===== config.mk =====
export PLATFORM = sky130hd
export DESIGN_NAME = perf_counter_bank_flat
export DESIGN_NICKNAME = d
export VERILOG_FILES = /design/src/rtl/perf_cnt_pkg.sv /design/src/rtl/perf_counter_bank_if.sv /design/src/rtl/perf_counter_channel.sv /design/src/rtl/perf_counter_bank.sv /design/src/flat_wrapper.sv
export SDC_FILE = /design/constraint.sdc
export NUM_CORES = 1
export LEC_CHECK = 0
export CAP_MARGIN = 20
export CORE_MARGIN = 2
export CORE_UTILIZATION = 30
export CTS_BUF_LIST = sky130_fd_sc_hd__clkbuf_8
export CTS_CLUSTER_SIZE = 20
export DETAILED_ROUTE_END_ITERATION = 6
export PLACE_DENSITY = 0.59
export SETUP_SLACK_MARGIN = 0.2
export SLEW_MARGIN = 20
export SYNTH_ARGS = -nofsm -noshare
export SYNTH_HDL_FRONTEND = slang
export SYNTH_SLANG_ARGS = --single-unit

===== constraint.sdc =====
create_clock -name clk -period 3 [get_ports clk]
set_clock_uncertainty 0.15 [all_clocks]
set_input_delay 0.45 -clock clk [delete_from_list [all_inputs] [get_ports clk]]
set_output_delay 0.45 -clock clk [all_outputs]
set_load 0.1 [all_outputs]

===== src/rtl/perf_cnt_pkg.sv =====
// Shared definitions for the performance counter bank.
//   MODE_DOWN / MODE_SAT : bit positions inside a channel's mode vector.
//   sel_width(n)         : select width for n channels (minimum 1 bit).
package perf_cnt_pkg;

  localparam int MODE_DOWN = 0;
  localparam int MODE_SAT  = 1;
  localparam int MODE_W    = 2;

  function automatic int sel_width(input int n);
    return (n > 1) ? $clog2(n) : 1;
  endfunction

endpackage


===== src/rtl/perf_counter_bank_if.sv =====
// CSR/debug side port of the counter bank: load, snapshot, overflow clear
// and the two read muxes.
//   master : CSR logic (drives ld_*, snap, clr_ovf, rd_sel; reads data)
//   slave  : counter bank
interface perf_counter_bank_if
  import perf_cnt_pkg::*;
#(
  parameter int WIDTH  = 32,
  parameter int NUM_CH = 4
);
  localparam int SEL_W = sel_width(NUM_CH);

  logic             ld_en;
  logic [SEL_W-1:0] ld_sel;
  logic [WIDTH-1:0] ld_data;
  logic             snap;
  logic             clr_ovf;
  logic [SEL_W-1:0] rd_sel;
  logic [WIDTH-1:0] rd_data;
  logic [WIDTH-1:0] live_data;

  modport master (
    output ld_en, ld_sel, ld_data, snap, clr_ovf, rd_sel,
    input  rd_data, live_data
  );

  modport slave (
    input  ld_en, ld_sel, ld_data, snap, clr_ovf, rd_sel,
    output rd_data, live_data
  );

endinterface


===== src/rtl/perf_counter_channel.sv =====
// One event counter: up/down, wrap/saturate, software load.
//   clk, reset_n  : clock, async active-low reset (count -> RESET_VAL)
//   step_i        : count one step this cycle (already gated by enable)
//   mode_i        : [MODE_DOWN] count down, [MODE_SAT] saturate at bound
//   ld_i/ld_data_i: load strobe and value; load beats step
//   cnt_o         : registered count
//   ovf_set_o     : this cycle's step crosses a bound (comb, to top's flags)
module perf_counter_channel
  import perf_cnt_pkg::*;
#(
  parameter int          WIDTH     = 32,
  parameter int unsigned RESET_VAL = 0
) (
  input  logic              clk,
  input  logic              reset_n,
  input  logic              step_i,
  input  logic [MODE_W-1:0] mode_i,
  input  logic              ld_i,
  input  logic [WIDTH-1:0]  ld_data_i,
  output logic [WIDTH-1:0]  cnt_o,
  output logic              ovf_set_o
);

  localparam logic [WIDTH-1:0] MAX = {WIDTH{1'b1}};
  localparam logic [WIDTH-1:0] ONE = WIDTH'(1);
  localparam logic [WIDTH-1:0] RST = WIDTH'(RESET_VAL);

  logic [WIDTH-1:0] cnt_q, cnt_d;
  logic             down, sat, at_bound;

  assign down     = mode_i[MODE_DOWN];
  assign sat      = mode_i[MODE_SAT];
  assign at_bound = down ? (cnt_q == '0) : (cnt_q == MAX);

  // A load in the same cycle swallows the step, so it cannot overflow.
  assign ovf_set_o = step_i & ~ld_i & at_bound;

  always_comb begin
    cnt_d = cnt_q;
    if (ld_i) begin
      cnt_d = ld_data_i;
    end else if (step_i) begin
      // At a bound the wrap target (MAX->0, 0->MAX) is the bitwise inverse.
      if (at_bound) cnt_d = sat ? cnt_q : ~cnt_q;
      else          cnt_d = down ? (cnt_q - ONE) : (cnt_q + ONE);
    end
  end

  always_ff @(posedge clk or negedge reset_n) begin
    if (!reset_n) cnt_q <= RST;
    else          cnt_q <= cnt_d;
  end

  assign cnt_o = cnt_q;

endmodule


===== src/rtl/perf_counter_bank.sv =====
// Bank of NUM_CH performance counters with atomic snapshot and sticky
// overflow flags.
//   clk, reset_n : clock, async active-low reset
//   en_i         : global count enable (gates steps only)
//   evt_i        : per-channel event strobes
//   mode_down_i  : per-channel count direction (1 = down)
//   mode_sat_i   : per-channel overflow mode (1 = saturate)
//   csr          : load / snapshot / clear / read port (slave side)
//   ovf_o        : sticky per-channel overflow flags
module perf_counter_bank
  import perf_cnt_pkg::*;
#(
  parameter  int          WIDTH     = 32,
  parameter  int          NUM_CH    = 4,
  parameter  int unsigned RESET_VAL = 0,
  localparam int          SEL_W     = sel_width(NUM_CH)
) (
  input  logic              clk,
  input  logic              reset_n,
  input  logic              en_i,
  input  logic [NUM_CH-1:0] evt_i,
  input  logic [NUM_CH-1:0] mode_down_i,
  input  logic [NUM_CH-1:0] mode_sat_i,
  perf_counter_bank_if.slave csr,
  output logic [NUM_CH-1:0] ovf_o
);

  logic [NUM_CH-1:0][WIDTH-1:0] cnt;
  logic [NUM_CH-1:0][WIDTH-1:0] shadow_q;
  logic [NUM_CH-1:0]            ovf_set, ovf_q, ovf_d;

  for (genvar g = 0; g < NUM_CH; g++) begin : g_ch
    logic              ld;
    logic [MODE_W-1:0] mode;

    // An out-of-range ld_sel matches no channel, so the load is dropped.
    assign ld              = csr.ld_en & (csr.ld_sel == SEL_W'(g));
    assign mode[MODE_DOWN] = mode_down_i[g];
    assign mode[MODE_SAT]  = mode_sat_i[g];

    perf_counter_channel #(
      .WIDTH     (WIDTH),
      .RESET_VAL (RESET_VAL)
    ) u_ch (
      .clk       (clk),
      .reset_n   (reset_n),
      .step_i    (en_i & evt_i[g]),
      .mode_i    (mode),
      .ld_i      (ld),
      .ld_data_i (csr.ld_data),
      .cnt_o     (cnt[g]),
      .ovf_set_o (ovf_set[g])
    );
  end

  // Set beats clear when both happen in one cycle.
  assign ovf_d = (ovf_q & ~{NUM_CH{csr.clr_ovf}}) | ovf_set;

  // Shadow samples the pre-edge counts, so same-cycle steps/loads are not seen.
  always_ff @(posedge clk or negedge reset_n) begin
    if (!reset_n) begin
      shadow_q <= '0;
      ovf_q    <= '0;
    end else begin
      if (csr.snap) shadow_q <= cnt;
      ovf_q <= ovf_d;
    end
  end

  assign ovf_o = ovf_q;

  // Compare-based mux keeps out-of-range selects at zero without indexing
  // past the arrays.
  always_comb begin
    csr.rd_data   = '0;
    csr.live_data = '0;
    for (int i = 0; i < NUM_CH; i++) begin
      if (csr.rd_sel == SEL_W'(i)) begin
        csr.rd_data   = shadow_q[i];
        csr.live_data = cnt[i];
      end
    end
  end

endmodule


===== src/flat_wrapper.sv =====
// flat-port wrapper written by rule: the top's interface ports become plain ports
module perf_counter_bank_flat import perf_cnt_pkg::*;
#(
  parameter  int          WIDTH     = 32,
  parameter  int          NUM_CH    = 4,
  parameter  int unsigned RESET_VAL = 0,
  localparam int          SEL_W     = sel_width(NUM_CH)
)
  (clk, reset_n, en_i, evt_i, mode_down_i, mode_sat_i, ovf_o, csr_ld_en, csr_ld_sel, csr_ld_data, csr_snap, csr_clr_ovf, csr_rd_sel, csr_rd_data, csr_live_data);
  perf_counter_bank_if #(.WIDTH(WIDTH), .NUM_CH(NUM_CH)) csr_i ();
  input  logic clk;
  input  logic reset_n;
  input  logic en_i;
  input  logic [NUM_CH-1:0] evt_i;
  input  logic [NUM_CH-1:0] mode_down_i;
  input  logic [NUM_CH-1:0] mode_sat_i;
  output logic [NUM_CH-1:0] ovf_o;
  input wire logic [$bits(csr_i.ld_en)-1:0] csr_ld_en;
  input wire logic [$bits(csr_i.ld_sel)-1:0] csr_ld_sel;
  input wire logic [$bits(csr_i.ld_data)-1:0] csr_ld_data;
  input wire logic [$bits(csr_i.snap)-1:0] csr_snap;
  input wire logic [$bits(csr_i.clr_ovf)-1:0] csr_clr_ovf;
  input wire logic [$bits(csr_i.rd_sel)-1:0] csr_rd_sel;
  output wire logic [$bits(csr_i.rd_data)-1:0] csr_rd_data;
  output wire logic [$bits(csr_i.live_data)-1:0] csr_live_data;
  assign csr_i.ld_en = csr_ld_en;
  assign csr_i.ld_sel = csr_ld_sel;
  assign csr_i.ld_data = csr_ld_data;
  assign csr_i.snap = csr_snap;
  assign csr_i.clr_ovf = csr_clr_ovf;
  assign csr_i.rd_sel = csr_rd_sel;
  assign csr_rd_data = csr_i.rd_data;
  assign csr_live_data = csr_i.live_data;
  perf_counter_bank #(.WIDTH(WIDTH), .NUM_CH(NUM_CH), .RESET_VAL(RESET_VAL)) u_core (.clk(clk), .reset_n(reset_n), .en_i(en_i), .evt_i(evt_i), .mode_down_i(mode_down_i), .mode_sat_i(mode_sat_i), .csr(csr_i), .ovf_o(ovf_o));
endmodule

Word level (Yosys, flattened, before mapping):

Index checks and enable logic that the tools add are counted.

* register bits after elaboration: 260
* bits of input ports: 54
* output and inout port bits: 68
* logic and storage cells: 104

* $add $sub $neg: 8
* equal/unequal tests: 14
* muxes and demuxes: 32
* bitwise operators: 27
* reduce and logical (&&, ||, !) cells: 14

Operators with widths (number)
* $mux 32: 28
* $add 32x1->32 const B: 4
* $eq 32x32->1 const B: 4
* $logic_not 32->1: 4
* $not 32->32: 4
* $sub 32x1->32 const B: 4
* $and 1x1->1: 16
* $ne 3x3->1 const B: 4
* $eq 2x2->1 const B: 4
* $reduce_and 2->1: 4
* $reduce_bool 2->1: 4
* $and 4x4->4: 1
* $eq 2x1->1 const B: 2
* $logic_not 2->1: 2
* $mux 1: 4
* $not 1->1: 4
* $not 4->4: 1
* $or 4x4->4: 1

Longest topological paths before layout:

* depth after elaboration: 6
* depth in mapped cells: 12
* depth with buffers taken out: 11

Cells and area by module:

Synthesis repeated with hierarchy kept, for this count alone.

* cells, all modules: 2278
* area, all modules: 21300.4 um2

By module, submodules not included
* perf_counter_channel: instances 4, cells each 478, area an instance 3693.5 um2, seq. area each 800.8 um2
* perf_counter_bank: instances 1, cells each 366, area an instance 6526.3 um2, seq. area each 3303.2 um2

Least setup slack after synthesis:

No wires, ideal clock.

* path kind: in2reg
* from: input mode_down_i[2]
* to: register u_core.g_ch[2].u_ch.cnt_q[28]
* setup time: 0.126 ns
* arrival: 2.738 ns
* required time: 2.724 ns
* slack: -0.014 ns
* cell stages on the path: 11
* path buffers: 0
* cell sequence: fa_1 -> a21oi_1 -> o22ai_1 -> o21ai_1 -> nor3_1 -> nand4b_1 -> a2111oi_1 -> or2_2 -> xor2_1 -> a21oi_1 -> a221o_1

* longest elaborated chain between the ends: 4
* elaborated cells on any way between the ends: 7
* classes of those cells: eq/ne: 1; mux: 5; reduce/logical: 1

Ends and longest elaborated chain
* start, declared: line flat_wrapper.sv:15 `input logic [NUM_CH-1:0] mode_down_i;`
* $mux 32 / $mux 1 (equally long branches): line perf_counter_channel.sv:45, perf_counter_channel.sv:33
* $mux 32: line perf_counter_channel.sv:44 `if (at_bound) cnt_d = sat ? cnt_q : ~cnt_q;`
* $mux 32: line perf_counter_channel.sv:42 `end else if (step_i) begin`
* $mux 32: line perf_counter_channel.sv:40 `if (ld_i) begin`
* end signal, assigned: line perf_counter_channel.sv:51 `else cnt_q <= cnt_d;`
* end, declared: line perf_counter_channel.sv:28 `logic [WIDTH-1:0] cnt_q, cnt_d;`

Parallel ways exist; a longest one is shown, timed or not. The select of a mux whose other input is x is not followed.
A chain may end at the register's enable or synchronous reset.

Worst setup path in the final report:

* from: register u_core.g_ch[1].u_ch.cnt_q[4]
* to: register u_core.g_ch[1].u_ch.cnt_q[27]

* longest elaborated chain between the ends: 5
* elaborated cells on any way between the ends: 11
* classes of those cells: add/sub: 2; eq/ne: 2; mux: 5; reduce/logical: 2

Ends and longest elaborated chain
* start, declared: line perf_counter_channel.sv:28
* start signal, assigned: line perf_counter_channel.sv:51
* $add 32x1->32, or another cell as far along: line perf_counter_channel.sv:45 `else cnt_d = down ? (cnt_q - ONE) : (cnt_q + ONE);`
* $mux 32 / $mux 1 (equally long branches): line perf_counter_channel.sv:45, perf_counter_channel.sv:33
* $mux 32: line perf_counter_channel.sv:44
* $mux 32: line perf_counter_channel.sv:42
* $mux 32: line perf_counter_channel.sv:40

Parallel ways exist; a longest one is shown, timed or not. The select of a mux whose other input is x is not followed.

==> results.sh <==
export IMPL_antenna_left=0
export IMPL_cts_sinks=260
export IMPL_core_area_sq_mm=0.0618
export IMPL_antenna_found_initial=2
export IMPL_crit_type="register to register"
export IMPL_rsz0062_at_grt="yes"
export IMPL_synth_cells=1812
export IMPL_fmax_mhz=319
export IMPL_dieArea_sq_mm=0.0647
export IMPL_cts_tree="done"
export IMPL_grt_max_degree=129
export IMPL_critPathMaxFanout=3
export IMPL_routabilityCongestion=0.948
export IMPL_hold_ws_ns=0.261
export IMPL_routed_via_count=18603
export IMPL_layout_common_cells="495 x buf_4, 254 x dfrtp_1, 188 x a21oi_1, 131 x mux2_2, 110 x a221o_1"
export IMPL_syn_avg_cell_area_sq_um=10.4
export IMPL_synth_area_leaders="dfrtp_1 35%, ha_1 8.0%, mux2_2 8.0%"
export IMPL_synth_seq_cells=260
export IMPL_rows=91
export IMPL_hp_class="input port to asynchronous set/reset pin"
export IMPL_grt_ovfl_total=0
export IMPL_critPathArrivalTime_ns=3.48
export IMPL_nNetsFinal=2617
export IMPL_initial_core_util_pct=30.4
export IMPL_period_needed_ns=3.13
export IMPL_tns_ns=-0.538
export IMPL_cp_top_family="compound AO/OA/AOI/OAI gates"
export IMPL_num_fill_cells=5577
export IMPL_rrSetupSlack_ns=-0.13
export IMPL_finalCritPeriodShare_pct=104
export IMPL_die_h_um=254
export IMPL_drive_gt1_share_pct=44.8
export IMPL_drt_wirelength_per_cell_um=22.6
export IMPL_r2r_end="u_core.g_ch[1].u_ch.cnt_o[27]"
export IMPL_r2r_start="u_core.g_ch[1].u_ch.cnt_o[4]"
export IMPL_drv_cap=0
export IMPL_power_leakage_nw=12.7
export IMPL_grt_use_met2_pct=37.5
export IMPL_grt_busiest_layer="met2"
export IMPL_drcViolationCount=0
export IMPL_io_buffer_count=121
export IMPL_timing_final_ws_setup_ns=-0.133
export IMPL_hold_viol=0
export IMPL_wirelength_mm=74.9
export IMPL_numCtsBuffers=47
export IMPL_first_global_vias=18762
export IMPL_syn_nets=1990
export IMPL_status="finished with violations"
export IMPL_max_slew_margin_pct=48.9
export IMPL_cp_cell_sequence="ha_4 -> buf_6 -> a21oi_4 -> o211a_1 -> nor3_2 -> nor4b_2 -> buf_4 -> a22oi_2 -> a21o_1 -> o31a_1 -> xnor2_1 -> a21oi_1 -> a221o_1"
export IMPL_clk_pin_slew_ns=0.06
export IMPL_met3_usage_pct=2.99
export IMPL_die_w_um=254
export IMPL_use_met1_pct=29.7
export IMPL_crit_buf_inv=2
export IMPL_drv_slew=0
export IMPL_grt_pass1_wl_mm=111
export IMPL_clock_path_buffers=3
export IMPL_r2r_cells=13
export IMPL_first_pass_iters=6
export IMPL_crit_slowest_cell="dfrtp_1"
export IMPL_worstPathRequired_ns=3.35
export IMPL_io_pins=122
export IMPL_area_delta_synth_final_pct=50.7
export IMPL_syn_area_sq_mm=0.0188
export IMPL_violations="setup timing"
export IMPL_synth_top_flop_cell="dfrtp_1"
export IMPL_ys_warn_count=0
export IMPL_start_kind="register"
export IMPL_cts_root_buf="clkbuf_8"
export IMPL_htree_levels=2
export IMPL_via_per_inst=5.62
export IMPL_worst_setup_path_end_kind="register"
export IMPL_synth_edff_count=0
export IMPL_synthArstFlopShare_pct=100
export IMPL_ys_types=79
export IMPL_setup_viol=10
export IMPL_synth_top_cell_area_share_pct=34.6
export IMPL_seq_area_frac_synth_pct=34.6
export IMPL_peakVddDrop_v=0.000977
export IMPL_yosysTopAreaCell="dfrtp_1"
export IMPL_layout_commonest_cell="buf_4"
export IMPL_dp_hpwl_mm=57.5
export IMPL_first_iter_violations=1284
export IMPL_clock_latency_ns=0.62
export IMPL_worst_pin_slew_ns=0.766
export IMPL_grt_usage_pct=22.6
export IMPL_powerDensity_mw_per_mm2=1220
export IMPL_slowest_delay_ns=0.43
[sequential cells by signal, indices dropped and copies added (netlist names)]
name / count
u_core.shadow_q: 128
u_core.ovf_o: 4
u_core.g_ch.u_ch.cnt_o: 128
[repair_timing]
item                       CTS  global route
pin swaps                  161           131
hold endpoints to repair    69             0
setup endpoints to repair   92           117
gates resized for setup    155           130
setup buffers               36            30
gates cloned                 1             2
hold buffers                 1             0
[cells in the mapped netlist (11+ instances only)]
master	count
nand3_1	35
a21o_1	72
a221o_1	110
nand2_1	89
a31oi_1	17
clkbuf_1	73
o21bai_1	13
nor2b_1	12
xnor2_1	56
o21ai_0	39
xor2_1	57
nor4_1	37
dfrtp_1	260
ha_1	120
mux2_2	133
buf_1	11
inv_1	29
mux4_2	64
nand4_1	45
a21oi_1	227
a22oi_1	16
and3_1	18
nor2_1	82
nor3_1	14
o21a_1	14
[per-layer routing]
layer	share of wire, %	up-vias
met5	0.017	-
met4	4.2	2
met3	5.8	135
met2	48	601
met1	42	9493
li1	-	8372
[worst reg2reg max path, stage by stage, from the launching register on]
cell and delay, ns:
dfrtp_1 0.43, ha_4 0.26, buf_6 0.12, a21oi_4 0.14
o211a_1 0.20, nor3_2 0.07, nor4b_2 0.30, buf_4 0.19
a22oi_2 0.08, a21o_1 0.22, o31a_1 0.30, xnor2_1 0.19
a21oi_1 0.09, a221o_1 0.28
[cell families (layout without fill, tap and decap cells)]
family	count (synthesis)	after routing	synth area share, %
AO/OA/AOI/OAI	590	590	22.1
AND/OR/NAND/NOR	395	395	11.0
flip-flops	260	260	34.6
multiplexers	205	205	16.0
buffers and inverters	125	786	2.61
adder cells (fa/ha/maj)	124	124	8.41
XOR/XNOR	113	113	5.26
other	0	1	0
[through the flow]
stage	utilization (%)	power, mW	area [sq um]	instances	setup WS (ns)
CTS	44.4	33.2	27400	3278	-0.0916
global route	45.9	36.5	28400	3311	-0.221
detailed placement	40.9	27.8	25300	3157	-0.800
floorplan	-	18.7	19000	1812	0.162
finish	45.9	34.7	28400	3311	-0.133
global placement	40.9	27.5	25300	3157	-0.744
[area by class of cell]
class,count,area (sq um),share of cell area [%]
sequential,260,6510,23.0
multi-input combinational,1427,13200,46.7
antenna,1,2.50,0.00883
clock inverter,22,225,0.794
inverter,29,109,0.384
timing repair buffer,674,6380,22.5
clock buffer,61,840,2.96
tap,837,1050,3.69
[report_power, final]
| part | switching [mW] | internal [mW] |
|---|---|---|
| Sequential | 1.41 | 5.14 |
| Clock | 1.63 | 2.25 |
| Combinational | 12.7 | 11.6 |
| Total | 15.8 | 19.0 |
[how the worst max path moves through the flow]
stage                                  from                       endpoint  cells after the start
3_5_place_dp                 mode_down_i[3]  u_core.g_ch[3].u_ch.cnt_o[24]                     14
2_1_floorplan                mode_down_i[2]  u_core.g_ch[2].u_ch.cnt_o[28]                     11
4_1_cts        u_core.g_ch[2].u_ch.cnt_o[0]  u_core.g_ch[2].u_ch.cnt_o[30]                     12
5_1_grt        u_core.g_ch[2].u_ch.cnt_o[7]  u_core.g_ch[2].u_ch.cnt_o[30]                     12
3_3_place_gp                 mode_down_i[0]  u_core.g_ch[0].u_ch.cnt_o[30]                     14
6_report       u_core.g_ch[1].u_ch.cnt_o[4]  u_core.g_ch[1].u_ch.cnt_o[27]                     13
Note: power is estimated with default switching activity, not from simulation.
